### src/rtl/main_stream_master_pkg.sv
// Shared definitions for the main_stream_master slice: command constants of the
// `main` core, the sequencer state encoding and the byte-order helper.
package main_stream_master_pkg;

    // Command encoding of the `main` core.
    localparam int MainCMD_SIZE = 4;
    localparam logic [MainCMD_SIZE-1:0] MainCMD_keygen  = 4'd1;
    localparam logic [MainCMD_SIZE-1:0] MainCMD_encrypt = 4'd2;
    localparam logic [MainCMD_SIZE-1:0] MainCMD_decrypt = 4'd3;

    typedef enum logic [2:0] {
        ST_IDLE = 3'd0,
        ST_CMD  = 3'd1,
        ST_SEND = 3'd2,
        ST_RECV = 3'd3,
        ST_DONE = 3'd4
    } state_t;

    // Output byte k takes input byte 7-k; host side is little-endian, `main` is not.
    function automatic logic [63:0] byteswap64(input logic [63:0] w);
        logic [63:0] r;
        r = '0;
        for (int k = 0; k < 8; k++) begin
            r[8*k +: 8] = w[8*(7-k) +: 8];
        end
        return r;
    endfunction

endpackage

### src/rtl/main_stream_master_word_counter.sv
// Loadable down-counter used for the remaining input and output word counts.
// It saturates at zero so a stray decrement can never wrap it.
module word_counter #(
    parameter int CNT_W = 20
) (
    input  logic             clk,
    input  logic             rst,
    input  logic             load,
    input  logic [CNT_W-1:0] load_val,
    input  logic             dec,
    output logic             is_last,
    output logic             is_zero
);

    logic [CNT_W-1:0] cnt;

    // Count register: load wins over decrement; decrement only while non-zero.
    always_ff @(posedge clk or negedge rst) begin
        if (!rst) begin
            cnt <= '0;
        end else if (load) begin
            cnt <= load_val;
        end else if (dec && (cnt != '0)) begin
            cnt <= cnt - 1'b1;
        end
    end

    assign is_last = (cnt == CNT_W'(1));
    assign is_zero = (cnt == '0);

endmodule

### src/rtl/main_stream_master.sv
// Host-side master for the `main` core: takes a job descriptor, issues the
// command, streams the input words in and drains the output words, swapping
// byte order on both data paths. Data paths are zero-latency pass-throughs.
//
//   state | meaning
//   IDLE  | waiting for a job descriptor
//   CMD   | offering the latched command to `main`
//   SEND  | passing src words to `main` until inCnt reaches 0
//   RECV  | passing `main` output words to dst until outCnt reaches 0
//   DONE  | one-cycle completion pulse, then back to IDLE
module main_stream_master
    import main_stream_master_pkg::*;
#(
    parameter int CMD_W = MainCMD_SIZE,
    parameter int CNT_W = 20
) (
    input  logic             clk,
    input  logic             rst,
    input  logic [CMD_W-1:0] job_cmd,
    input  logic [CNT_W-1:0] job_inWords,
    input  logic [CNT_W-1:0] job_outWords,
    input  logic             job_isReady,
    output logic             job_canReceive,
    input  logic [63:0]      src_data,
    input  logic             src_isReady,
    output logic             src_canReceive,
    output logic [63:0]      dst_data,
    output logic             dst_isReady,
    input  logic             dst_canReceive,
    output logic [CMD_W-1:0] m_cmd,
    output logic             m_cmd_isReady,
    input  logic             m_cmd_canReceive,
    output logic [63:0]      m_in,
    output logic             m_in_isReady,
    input  logic             m_in_canReceive,
    input  logic [63:0]      m_out,
    input  logic             m_out_isReady,
    output logic             m_out_canReceive,
    output logic             busy,
    output logic             done,
    output logic             protoErr
);

    state_t state;
    logic   job_xfer;
    logic   in_xfer;
    logic   out_xfer;
    logic   in_last;
    logic   in_zero;
    logic   out_last;
    logic   out_zero;
    logic   out_early;

    assign job_xfer  = job_isReady & job_canReceive;
    assign in_xfer   = (state == ST_SEND) & src_isReady & m_in_canReceive;
    assign out_xfer  = (state == ST_RECV) & m_out_isReady & dst_canReceive;
    assign out_early = m_out_isReady &
                       ((state == ST_IDLE) | (state == ST_CMD) | (state == ST_SEND));

    word_counter #(.CNT_W(CNT_W)) u_in_cnt (
        .clk      (clk),
        .rst      (rst),
        .load     (job_xfer),
        .load_val (job_inWords),
        .dec      (in_xfer),
        .is_last  (in_last),
        .is_zero  (in_zero)
    );

    word_counter #(.CNT_W(CNT_W)) u_out_cnt (
        .clk      (clk),
        .rst      (rst),
        .load     (job_xfer),
        .load_val (job_outWords),
        .dec      (out_xfer),
        .is_last  (out_last),
        .is_zero  (out_zero)
    );

    // Sequencer with registered command/status outputs; m_cmd doubles as the cmd register.
    always_ff @(posedge clk or negedge rst) begin
        if (!rst) begin
            state          <= ST_IDLE;
            m_cmd          <= '0;
            m_cmd_isReady  <= 1'b0;
            job_canReceive <= 1'b1;
            busy           <= 1'b0;
            done           <= 1'b0;
            protoErr       <= 1'b0;
        end else begin
            done <= 1'b0;
            if (out_early) begin
                protoErr <= 1'b1;
            end
            case (state)
                ST_IDLE: begin
                    if (job_xfer) begin
                        state          <= ST_CMD;
                        m_cmd          <= job_cmd;
                        m_cmd_isReady  <= 1'b1;
                        job_canReceive <= 1'b0;
                        busy           <= 1'b1;
                    end
                end
                ST_CMD: begin
                    if (m_cmd_canReceive) begin
                        m_cmd         <= '0;
                        m_cmd_isReady <= 1'b0;
                        if (!in_zero) begin
                            state <= ST_SEND;
                        end else if (!out_zero) begin
                            state <= ST_RECV;
                        end else begin
                            state <= ST_DONE;
                            done  <= 1'b1;
                        end
                    end
                end
                ST_SEND: begin
                    if (in_xfer && in_last) begin
                        if (!out_zero) begin
                            state <= ST_RECV;
                        end else begin
                            state <= ST_DONE;
                            done  <= 1'b1;
                        end
                    end
                end
                ST_RECV: begin
                    if (out_xfer && out_last) begin
                        state <= ST_DONE;
                        done  <= 1'b1;
                    end
                end
                ST_DONE: begin
                    state          <= ST_IDLE;
                    job_canReceive <= 1'b1;
                    busy           <= 1'b0;
                end
                default: begin
                    state          <= ST_IDLE;
                    m_cmd          <= '0;
                    m_cmd_isReady  <= 1'b0;
                    job_canReceive <= 1'b1;
                    busy           <= 1'b0;
                end
            endcase
        end
    end

    // Input path: src -> main, only open during SEND.
    always_comb begin
        m_in           = '0;
        m_in_isReady   = 1'b0;
        src_canReceive = 1'b0;
        if (state == ST_SEND) begin
            m_in           = byteswap64(src_data);
            m_in_isReady   = src_isReady;
            src_canReceive = m_in_canReceive;
        end
    end

    // Output path: main -> dst, only open during RECV.
    always_comb begin
        dst_data         = '0;
        dst_isReady      = 1'b0;
        m_out_canReceive = 1'b0;
        if (state == ST_RECV) begin
            dst_data         = byteswap64(m_out);
            dst_isReady      = m_out_isReady;
            m_out_canReceive = dst_canReceive;
        end
    end

endmodule

### config.mk
export PLATFORM = sky130hd
export DESIGN_NAME = main_stream_master
export DESIGN_NICKNAME = d
export VERILOG_FILES = /design/src/rtl/main_stream_master_pkg.sv /design/src/rtl/main_stream_master_word_counter.sv /design/src/rtl/main_stream_master.sv
export SDC_FILE = /design/constraint.sdc
export NUM_CORES = 1
export LEC_CHECK = 0
export CELL_PAD_IN_SITES_DETAIL_PLACEMENT = 1
export CELL_PAD_IN_SITES_GLOBAL_PLACEMENT = 2
export CORE_MARGIN = 1
export CORE_UTILIZATION = 19
export DETAILED_ROUTE_END_ITERATION = 6
export PLACE_DENSITY_LB_ADDON = 0.1
export SETUP_SLACK_MARGIN = 0.02
export SYNTH_ARGS = -nofsm -noshare
export SYNTH_HDL_FRONTEND = slang
export SYNTH_HIERARCHICAL = 1
export SYNTH_SLANG_ARGS = --single-unit
export TNS_END_PERCENT = 20
### constraint.sdc
create_clock -name clk -period 4.4 [get_ports clk]
set_input_delay 0.88 -clock clk [delete_from_list [all_inputs] [get_ports clk]]
set_output_delay 0.88 -clock clk [all_outputs]
set_load 0.005 [all_outputs]
# ---- Word level (Yosys, flattened, before mapping)
# Cells that the tools add are included.
dict set report classes {
  addsub 2
  n_eq_ne 10
  n_mux 32
  bitwise 10
  reduce_logical 16
}
# op n
set ops {}
lappend ops {{two-way mux 64 bit} 2}
lappend ops {{two-way mux 20 bit} 4}
lappend ops {{== test 20 x 1 -> 1 bit, second input constant} 2}
lappend ops {{zero test 20 bit} 2}
lappend ops {{nonzero test 20 bit} 2}
lappend ops {{subtractor 20 x 1 -> 20 bit, second input constant} 2}
lappend ops {{two-way mux 3 bit} 6}
lappend ops {{two-way mux 1 bit} 12}
lappend ops {{one-hot mux 3 bit (4 select lines)} 1}
lappend ops {{one-hot mux 4 bit (3 select lines)} 1}
lappend ops {{two-way mux 4 bit} 2}
lappend ops {{bitwise AND 1 bit} 6}
lappend ops {{== test 3 x 2 -> 1 bit, second input constant} 2}
lappend ops {{one-hot mux 1 bit (3 select lines)} 2}
lappend ops {{OR reduction 3 bit} 2}
lappend ops {{logical AND 1 bit} 4}
lappend ops {{!= test 2 x 1 -> 1 bit, second input constant} 2}
lappend ops {{!= test 2 bit, second input constant} 2}
lappend ops {{one-hot mux 1 bit (2 select lines)} 2}
lappend ops {{AND reduction 4 bit} 1}
lappend ops {{nonzero test 2 bit} 2}
lappend ops {{== test 3 x 1 -> 1 bit, second input constant} 1}
lappend ops {{== test 3 bit, second input constant} 1}
lappend ops {{zero test 3 bit} 1}
lappend ops {{other kinds (4)} 6}
dict set report word_totals {
  reg_bits 52
  inputBits 180
  elab_cells 79
}

# ---- Depth between registers and ports, before layout
# Gate-level depths: netlist (run 1).
dict set report depth {
  ltp_word 6
  ltp_mapped 9
  depth_no_buf 8
}

# ---- Cells and area by module
# The synthesis (run 1) kept the hierarchy.
# mod n_inst cells_per_inst area_each_um2 seq_area_each_um2
set by_module_without_submodules {}
lappend by_module_without_submodules {word_counter 2 163 1382.6 500.5}
lappend by_module_without_submodules {main_stream_master 1 203 1506.4 301.5}

# ---- Least setup slack after synthesis (run 1)
# No wires, ideal clock.
dict set report synth_timing {
  path_kind {input port to flip-flop}
  from {input m_out_isReady}
  to {register u_out_cnt.cnt[11]}
  setup_time_ns 0.082
  arrival_time_ns 2.957
  required_ns 4.318
  slack_ns 1.361
  stages 8
  path_cell_list {and4b_1 and2_1 or4b_1 buf_2 or4_1 buf_2 a2111o_1 a31oi_1}
}
dict set report synth_between {
  elab_chain_cells 4
}
# element line
set synth_lines {}
lappend synth_lines {{start: declaration} main_stream_master.sv:37} ;# input logic m_out_isReady,
lappend synth_lines {{bitwise AND 1 bit (2 in series)} main_stream_master.sv:56} ;# assign out_xfer = (state == ST_RECV) & m_out_isReady & dst_canReceive;
lappend synth_lines {{via out_xfer} main_stream_master.sv:47} ;# logic out_xfer;
lappend synth_lines {{logical AND 1 bit} main_stream_master_word_counter.sv:23} ;# end else if (dec && (cnt != '0)) begin
lappend synth_lines {{nonzero test 2 bit (no source line)} -}
lappend synth_lines {{end signal: assignment} main_stream_master_word_counter.sv:22} ;# cnt <= load_val;
lappend synth_lines {{end signal: assignment} main_stream_master_word_counter.sv:24} ;# cnt <= cnt - 1'b1;
lappend synth_lines {{end: declaration} main_stream_master_word_counter.sv:15} ;# logic [CNT_W-1:0] cnt;
# The timed path passes the listed nets, and every way through them passes these cells.
# A chain may end at the register's enable or synchronous reset.

# ---- Final worst setup path (run 1)
# Same ends and word-level chain as after synthesis.

==> results.py, run 1 <==
metrics = {
    "status": {
        "status": "complete, but fails checks",
        "violations": "DRC",
    },
    "clock_network": {
        "path_clk_slew_ps": 70,
        "post_cts_buffers": 0,
        "clkSinkCount": 52,
        "cts.htree.levels": 2,
        "clock_latency_ps": 300,
        "root_buffer": "clkbuf_16",
        "cts_buffers": 5,
        "holdBufCountCts": 0,
        "ctsResizeCount": 0,
        "cts_max_path_buffers": 2,
        "cts_tree": "built",
    },
    "power_and_ir_drop": {
        "combPwrFrac_pct": 58.3,
        "p_sw_share_pct": 38.38,
        "power_density_nw_per_um2": 443.9,
        "finalPower_mw": 3.512,
        "irDropWorstVdd_uv": 153.5,
        "seqPwrFrac_pct": 27.6,
        "clkPwrFrac_pct": 14.1,
        "intPower_mw": 2.164,
        "p_switching_mw": 1.348,
        "p_leak_nw": 2.916,
    },
    "placement": {
        "gp_congestion": 0.8577,
        "dp_hpwl_um": 18640,
        "place_ws_ps": 523.2,
        "dp.cells": 1102,
        "io_buffers": 320,
    },
    "die": {
        "die_w_um": 151.9,
        "start_util_pct": 19.45,
        "ioPinCount": 321,
        "dieArea_um2": 23090,
        "fp-row-count": 54,
        "core-area_um2": 21960,
        "die_y_um": 151.9,
    },
    "global_routing": {
        "grt_pass1_vias": 5498,
        "grt_antenna_before_repair": 1,
        "overflow": 0,
        "grt_max_degree": 69,
        "grt_pass1_wl_um": 35230,
        "grt_util_all_layers_pct": 19.68,
    },
    "final_layout": {
        "instances_no_fill": 1110,
        "fillCellCount": 2557,
        "nNetsFinal": 1015,
        "final_cell_mix": "clkdlybuf4s50_1, and2_1, dfrtp_1, nand2_1, nor2_1",
        "layout-drive-gt1-share_pct": 4.940,
        "syn_to_final_growth_pct": 85.24,
        "final_common_cell": "clkdlybuf4s50_1",
        "diodes": 0,
    },
    "synthesis": {
        "seq_area_frac_synth_pct": 30.49,
        "synth_edf_count": 0,
        "synth_top_area_share_pct": 29.88,
        "syn_inst": 529,
        "syn-num-nets": 715,
        "ys_ff_latch": 52,
        "syn_area_per_cell_um2": 8.075,
        "synth_top_cell_by_area": "dfrtp_1",
        "syn-cell-area_um2": 4272,
        "synth_area_leaders": "dfrtp_1, and2_1, o41ai_1",
        "ys_warn_count": 6,
        "yosysUniqueCellTypes": 54,
        "ys.flop_type": "dfrtp_1",
        "synthArstFlopShare_pct": 100.0,
    },
    "hold_path": {
        "worstHoldPathType": "flop to flop",
    },
    "worst_setup_path": {
        "endpoint_kind": "flop",
        "r2r-start": "state[1]$_DFFE_PN0P_",
        "r2r_slack_ps": 1170,
        "crit_fanout": 9,
        "cp_data_required_time_ps": 4620,
        "rr_endpoint": "u_in_cnt/cnt[11]$_DFFE_PN0P_",
        "crit_arrival_ps": 3820,
        "startpoint": "m_out_isReady",
        "critPathLaunchType": "input pin",
        "reg2regPathDepth": 6,
        "endpoint": "u_out_cnt/cnt[11]$_DFFE_PN0P_",
        "crit_type": "input pin to flop",
    },
    "routing": {
        "drt-total-wl_um": 22880,
        "wl_per_cell_um": 20.61,
        "dr_total_vias": 5249,
        "drtIter0Drc": 262,
        "first_pass_iters": 6,
        "wl_met3_um": 1327,
        "drc": 56,
        "vias_per_cell": 4.729,
        "wl_met2_um": 11490,
        "ant_nets": 0,
        "highest_layer": "met5",
        "wl_met1_um": 9923,
    },
    "sta": {
        "fin_crit_ps": 3601,
        "finalHoldViolCount": 0,
        "hold_ws_ps": 479.3,
        "drv_slew": 0,
        "setup_viol": 0,
        "worst_pin_slew_ps": 983.5,
        "fin_crit_sh_pct": 81.84,
        "clock_skew_ps": 7.148,
        "setup_ws_ps": 798.9,
        "setup_tns_ps": 0,
        "fmax_mhz": 277.7,
        "rsz0062_at_grt": "false",
        "max-slew-margin-rel_pct": 34.19,
    },
    "run": {
        "cap_violations": 0,
    },
}
-- synth_stat cells (all sizes together) (8+ instances only) --
master and instances:
nand4 17, o311ai 12, or2 10, a21oi 18, inv 10, a31oi 14
clkbuf 27, dfrtp 51, or4 8, nor2b 8, and2 139, o21ai 13
buf 10, o41ai 14, nor2 26, or3 12, nand2 29, nor4 12
nand3 15, nor3 14
-- state kept, by name, summed over array words and instances (netlist names) --
signal          cells
busy                1
done                1
job_canReceive      1
m_cmd               4
m_cmd_isReady       1
protoErr            1
state               3
u_in_cnt/cnt       20
u_out_cnt/cnt      20
-- cell type report --
type                       count  area, um^2  area share [%]
clock buffer                   7       152.6           1.929
clock inverter                 1       30.03          0.3795
inverter                      12       45.04          0.5693
multi-input combinational    428        2759           34.87
sequential                    52        1303           16.46
tap                          280       350.3           4.428
timing repair buffer         330        3273           41.37
-- worst max-delay path: stages --
cell	delay, ps
clkdlybuf4s50_1	510
and4b_1	230
and2_1	350
or4b_1	640
or4_1	590
a2111o_1	440
a31oi_1	160
-- power groups by stage --
stage / Clock (mW) / Sequential, mW / Combinational, mW
final: 0.496 / 0.970 / 2.05
after global routing: 0.528 / 1.01 / 2.24
after CTS: 0.515 / 0.966 / 2.07
after detailed placement: 0 / 0.974 / 2.06
after global placement: 0 / 0.957 / 2.03
after floorplan: 0 / 0.840 / 1.08
-- worst min-delay path by stage --
stage               slack, ps                      start  depth (start not counted)                   endpoint
finish                    480  m_cmd_isReady$_DFFE_PN0P_                          1  m_cmd_isReady$_DFFE_PN0P_
global route              510       protoErr$_DFFE_PN0P_                          1       protoErr$_DFFE_PN0P_
CTS                       490  m_cmd_isReady$_DFFE_PN0P_                          1  m_cmd_isReady$_DFFE_PN0P_
detailed placement        470  m_cmd_isReady$_DFFE_PN0P_                          1  m_cmd_isReady$_DFFE_PN0P_
global placement          460       protoErr$_DFFE_PN0P_                          1       protoErr$_DFFE_PN0P_
floorplan                 470       protoErr$_DFFE_PN0P_                          1       protoErr$_DFFE_PN0P_
-- metal layers --
metal | GRT usage, % | vias up
met1 | 24.80 | 2536
met5 | 0 | -
met2 | 35.14 | 171
met3 | 3.879 | 12
met4 | 3.013 | 2
li1 | - | 2528
-- stage by stage --
stage | util [%] | cell area (um^2)
floorplan | - | 4272
global placement | 35.20 | 7730
detailed placement | 35.20 | 7730
CTS | 36.03 | 7913
global route | 36.03 | 7913
finish | 36.03 | 7913
-- kinds of logic (layout without fill, tap and decap cells) --
group                      count (synthesis)  after routing  synth area share (%)
muxes                                      1              1                0.2636
buffers and inverters                     49            350                 4.980
AOI/OAI and AO/OA                        111            111                 19.33
DFF                                       52             52                 30.49
adders and majority gates                  6              6                 1.757
and+or+nand+nor                          310            310                 43.18
Note: power is estimated with default switching activity, not from simulation.
==> inputs of run 2 (changes only) <==
--- a/config.mk
+++ b/config.mk
@@ -8,7 +8,7 @@
 export CELL_PAD_IN_SITES_DETAIL_PLACEMENT = 1
 export CELL_PAD_IN_SITES_GLOBAL_PLACEMENT = 2
 export CORE_MARGIN = 1
-export CORE_UTILIZATION = 19
+export CORE_UTILIZATION = 17
 export DETAILED_ROUTE_END_ITERATION = 6
 export PLACE_DENSITY_LB_ADDON = 0.1
 export SETUP_SLACK_MARGIN = 0.02
==> constraint.sdc (replaced) <==
create_clock -name clk -period 3.6 [get_ports clk]
set_input_delay 0.72 -clock clk [delete_from_list [all_inputs] [get_ports clk]]
set_output_delay 0.72 -clock clk [all_outputs]
set_load 0.005 [all_outputs]
==> run 2 against run 1 <==
Utilization shrank 3.0 points. The flow now finishes without violations. Global-route usage decreased by 1.4 points. Sequential cell count unchanged. Sequential share of layout area shrank 0.35 points. Largest cell class unchanged.
==> results.py, run 2 (synthesis results as in run 1) <==
metrics = {
    "sta": {
        "rsz0062_at_grt": "false",
        "setup_viol": 0,
        "max-slew-margin-rel_pct": 40.18,
        "clock_skew_ps": 11.05,
        "fin_crit_ps": 3233,
        "worst_pin_slew_ps": 890.4,
        "finalHoldViolCount": 0,
        "drv_slew": 0,
        "fmax_mhz": 309.3,
        "setup_tns_ps": 0,
        "fin_crit_sh_pct": 89.80,
    },
    "global_routing": {
        "overflow": 0,
        "grt_pass1_wl_um": 35920,
        "grt_max_degree": 60,
        "grt_antenna_before_repair": 8,
        "grt_pass1_vias": 5540,
        "grt_util_all_layers_pct": 18.31,
    },
    "final_layout": {
        "fillCellCount": 2882,
        "final_area_um2": 8084,
        "top_regs": "u_in_cnt/cnt x20, u_out_cnt/cnt x20, m_cmd x4",
        "final_cell_mix": "clkdlybuf4s50_1, and2_1, dfrtp_1, nand2_1, nor2_1",
        "syn_to_final_growth_pct": 89.25,
        "final_common_cell": "clkdlybuf4s50_1",
        "nNetsFinal": 1029,
        "layout-drive-gt1-share_pct": 6.517,
    },
    "power_and_ir_drop": {
        "finalPower_mw": 4.318,
        "irDropWorstVdd_uv": 201.2,
        "intPower_mw": 2.642,
        "combPwrFrac_pct": 58.8,
        "power_density_nw_per_um2": 534.2,
        "clkPwrFrac_pct": 13.6,
        "p_sw_share_pct": 38.81,
        "p_leak_nw": 2.977,
        "p_switching_mw": 1.676,
        "seqPwrFrac_pct": 27.6,
    },
    "die": {
        "die_y_um": 160.5,
        "start_util_pct": 17.46,
        "fp-row-count": 57,
        "die_w_um": 160.5,
        "ioPinCount": 321,
        "core-area_um2": 24460,
        "dieArea_um2": 25770,
    },
    "worst_setup_path": {
        "crit_type": "flop to output port",
        "crit_fanout": 30,
        "cp_data_required_time_ps": 2880,
        "endpoint_kind": "output port",
        "critPathLaunchType": "flop",
        "crit_arrival_ps": 2510,
    },
    "clock_network": {
        "cts_tree": "built",
        "cts_buffers": 5,
        "holdBufCountCts": 0,
        "path_clk_slew_ps": 80,
        "cts.htree.levels": 2,
        "cts_max_path_buffers": 2,
        "root_buffer": "clkbuf_16",
        "clkSinkCount": 52,
        "clock_latency_ps": 310,
        "post_cts_buffers": 0,
        "ctsResizeCount": 0,
    },
    "routing": {
        "ant_nets": 0,
        "drt-total-wl_um": 23970,
        "vias_per_cell": 4.567,
        "first_pass_iters": 4,
        "wl_per_cell_um": 20.45,
        "drc": 0,
        "dr_total_vias": 5353,
        "drtIter0Drc": 156,
    },
    "hold_path": {
        "worstHoldPathType": "flop to flop",
    },
    "run": {
        "cap_violations": 0,
    },
    "placement": {
        "io_buffers": 320,
        "gp_congestion": 0.9005,
        "place_area_um2": 7903,
        "dp_hpwl_um": 19840,
    },
    "status": {
        "status": "finished, final reports clean",
    },
}
run 2: cell types whose count changed in the layout (fill, tap and decap cells not counted):
cell,delta
clkinvlp_4,+1
inv_6,+1
buf_12,+1
diode_2,+4
buf_4,+13
clkbuf_8,-2
run 2: power groups by stage:
stage / clock (mW) / sequential (mW) / combinational [mW]
global placement: 0 / 1.18 / 2.52
finish: 0.588 / 1.19 / 2.54
CTS: 0.608 / 1.19 / 2.57
floorplan: 0 / 1.03 / 1.31
detailed placement: 0 / 1.20 / 2.56
global route: 0.632 / 1.25 / 2.79
run 2: per-stage QoR:
step	utilization, %	setup WS (ps)	instances	hold WS (ps)
after floorplan	-	721.2	529	424.4
after global placement	32.31	407.8	1160	462.4
after detailed placement	32.31	405.1	1160	482.5
after CTS	33.01	297.1	1168	502.6
after global routing	33.05	140.1	1172	531.2
final	33.05	367.3	1172	493.4
run 2: area by class of cell:
cell class	count	area (um^2)	share of cell area [%]
antenna	4	10.01	0.1238
clock buffer	5	125.1	1.548
timing repair buffer	344	3391	41.94
sequential	52	1303	16.11
tap	324	405.4	5.015
clock inverter	3	46.29	0.5727
inverter	12	45.04	0.5572
multi-input combinational	428	2759	34.13
run 2: routing by layer:
metal,track usage [%],up-vias,routed length (um)
met5,0,-,42
met4,5.368,6,469
met3,4.623,24,1474
met2,32.45,161,12180
met1,21.61,2595,9800
li1,-,2567,-
run 2: critical path, cell delays in order, from the launching register on:
cell	delay, ps
dfrtp_1	610
and3b_2	530
buf_4	300
and2_1	220
clkdlybuf4s50_1	530
run 2: path summary, 6_finish.rpt:
path / from / to / slack [ps] / cells after the start
min in group asynchronous: rst / u_out_cnt/cnt[11]$_DFFE_PN0P_ / 570 / 2
max: state[1]$_DFFE_PN0P_ / dst_data[33] / 370 / 4
max reg2reg: state[1]$_DFFE_PN0P_ / u_in_cnt/cnt[11]$_DFFE_PN0P_ / 660 / 6
min: m_cmd_isReady$_DFFE_PN0P_ / m_cmd_isReady$_DFFE_PN0P_ / 490 / 1
min reg2reg: m_cmd_isReady$_DFFE_PN0P_ / m_cmd_isReady$_DFFE_PN0P_ / 490 / 1
max in group asynchronous: rst / state[2]$_DFFE_PN0P_ / 2540 / 2
==> inputs of run 3 (changes only) <==
--- a/config.mk
+++ b/config.mk
@@ -7,6 +7,7 @@
 export LEC_CHECK = 0
 export CELL_PAD_IN_SITES_DETAIL_PLACEMENT = 1
 export CELL_PAD_IN_SITES_GLOBAL_PLACEMENT = 2
+export CORE_ASPECT_RATIO = 1.5
 export CORE_MARGIN = 1
 export CORE_UTILIZATION = 17
 export DETAILED_ROUTE_END_ITERATION = 6
==> run 3 against run 2 <==
Die area about the same. Clock power down 2%. Critical path type unchanged. Hold slack worse by 17 ps. Wire length up 8.9%. Sequential power down 3%.
==> results.py, run 3 (synthesis results as in run 1) <==
metrics = {
    "global_routing": {
        "overflow": 0,
        "grt_util_all_layers_pct": 19.80,
        "grt_antenna_before_repair": 8,
        "grt_max_degree": 53,
        "grt_pass1_vias": 5795,
        "grt_pass1_wl_um": 38270,
    },
    "sta": {
        "fmax_mhz": 314.8,
        "worst_pin_slew_ps": 1049,
        "fin_crit_sh_pct": 88.24,
        "setup_ws_ps": 423.3,
        "fin_crit_ps": 3177,
        "finalHoldViolCount": 0,
        "drv_slew": 0,
        "hold_ws_ps": 475.9,
        "rsz0062_at_grt": "false",
        "setup_tns_ps": 0,
        "clock_skew_ps": 8.295,
        "setup_viol": 0,
        "max-slew-margin-rel_pct": 29.50,
    },
    "routing": {
        "drtIter0Drc": 138,
        "dr_total_vias": 5395,
        "ant_nets": 0,
        "vias_per_cell": 4.591,
        "drc": 0,
        "first_pass_iters": 4,
        "wl_per_cell_um": 22.21,
        "drt-total-wl_um": 26090,
    },
    "status": {
        "status": "finished, final reports clean",
    },
    "die": {
        "start_util_pct": 17.42,
        "die_w_um": 131.4,
        "core-area_um2": 24520,
        "die_y_um": 196.1,
        "ioPinCount": 321,
        "fp-row-count": 70,
        "dieArea_um2": 25780,
    },
    "clock_network": {
        "root_buffer": "clkbuf_16",
        "ctsResizeCount": 0,
        "cts.htree.levels": 2,
        "cts_tree": "built",
        "path_clk_slew_ps": 70,
        "cts_buffers": 5,
        "holdBufCountCts": 0,
        "clock_latency_ps": 310,
        "post_cts_buffers": 0,
        "clkSinkCount": 52,
        "cts_max_path_buffers": 2,
    },
    "hold_path": {
        "holdPathEnd": "protoErr$_DFFE_PN0P_",
        "worstHoldPathType": "flop to flop",
        "worstHoldStart": "protoErr$_DFFE_PN0P_",
        "hold_path_depth": 1,
    },
    "worst_setup_path": {
        "critical-path-slowest-cell": "and3b_2",
        "endpoint_kind": "output port",
        "crit_type": "flop to output port",
        "worstPathCellList": "and3b_2 -> buf_4 -> and2_1 -> clkdlybuf4s50_1",
        "crit_buf_inv": 2,
        "critPathLaunchType": "flop",
        "slowest_delay_ps": 730,
        "cp_top_family": "simple AND/OR/NAND/NOR gates",
        "r2r_slack_ps": 800,
        "cp_data_required_time_ps": 2880,
        "r2r-start": "state[0]$_DFFE_PN0P_",
        "crit_fanout": 49,
        "crit_arrival_ps": 2460,
        "reg2regPathDepth": 7,
        "rr_endpoint": "u_in_cnt/cnt[11]$_DFFE_PN0P_",
    },
    "run": {
        "cap_violations": 0,
    },
    "placement": {
        "gp_congestion": 0.9482,
        "io_buffers": 320,
        "dp_hpwl_um": 21560,
        "place_ws_ps": 245.4,
    },
    "final_layout": {
        "final_common_cell": "clkdlybuf4s50_1",
        "layout-drive-gt1-share_pct": 6.627,
        "fillCellCount": 2886,
        "syn_to_final_growth_pct": 89.16,
        "final_cell_mix": "clkdlybuf4s50_1, and2_1, dfrtp_1, nand2_1, nor2_1",
        "nNetsFinal": 1030,
        "multi_input_area_um2": 2759,
        "top_regs": "u_in_cnt/cnt x20, u_out_cnt/cnt x20, m_cmd x4",
        "final_core_util_pct": 32.95,
        "seqCellArea_um2": 1303,
    },
    "power_and_ir_drop": {
        "p_leak_nw": 2.980,
        "p_switching_mw": 1.731,
        "irDropWorstVdd_uv": 227.0,
        "seqPwrFrac_pct": 26.3,
        "clkPwrFrac_pct": 13.2,
        "p_sw_share_pct": 39.52,
        "combPwrFrac_pct": 60.5,
        "intPower_mw": 2.649,
        "power_density_nw_per_um2": 542.0,
    },
}
[run 3: power by group through the flow]
| stage | clock network, mW | logic [mW] | registers, mW |
|---|---|---|---|
| floorplan | 0 | 1.31 | 1.03 |
| global placement | 0 | 2.66 | 1.15 |
| detailed placement | 0 | 2.69 | 1.16 |
| CTS | 0.605 | 2.71 | 1.15 |
| global route | 0.619 | 2.90 | 1.20 |
| finish | 0.578 | 2.65 | 1.15 |
[run 3: final cells by class]
class	instances	share of cell area, %
tap	324	5.017
multi-input combinational	428	34.14
timing repair buffer	345	41.90
clock buffer	5	1.548
sequential	52	16.12
clock inverter	3	0.5265
antenna	6	0.1858
inverter	12	0.5574
[run 3: worst max path at each step]
stage	from	end	slack, ps	depth (start not counted)
after floorplan	m_out_isReady	u_out_cnt/cnt[11]$_DFFE_PN0P_	720	8
after global placement	m_out_isReady	u_out_cnt/cnt[11]$_DFFE_PN0P_	310	7
after detailed placement	m_out_isReady	u_out_cnt/cnt[11]$_DFFE_PN0P_	250	7
after CTS	state[2]$_DFFE_PN0P_	dst_data[26]	390	4
after global routing	state[2]$_DFFE_PN0P_	dst_data[22]	260	4
final	state[2]$_DFFE_PN0P_	dst_data[40]	420	4
[run 3: layer usage]
metal | up-vias | wire, um | GRT usage [%]
met3 | 31 | 2006 | 6.357
met4 | 4 | 630 | 6.891
met1 | 2590 | 9740 | 20.63
met2 | 205 | 13690 | 36.88
met5 | - | 23 | 0
li1 | 2565 | - | -
[run 3: per-stage QoR]
| stage | cells | total power [mW] | area [um^2] |
|---|---|---|---|
| after floorplan | 529 | 2.342 | 4272 |
| after global placement | 1161 | 3.809 | 7898 |
| after detailed placement | 1161 | 3.853 | 7898 |
| after CTS | 1169 | 4.471 | 8065 |
| after global routing | 1175 | 4.721 | 8080 |
| final | 1175 | 4.380 | 8080 |
[run 3: worst reg2reg max path, delay by kind of cell, from the launching register on]
| kind | cells | cell delay, ps |
|---|---|---|
| buf+inv | 1 | 190 |
| flops | 1 | 380 |
| compound gates | 2 | 620 |
| simple gates | 4 | 1540 |
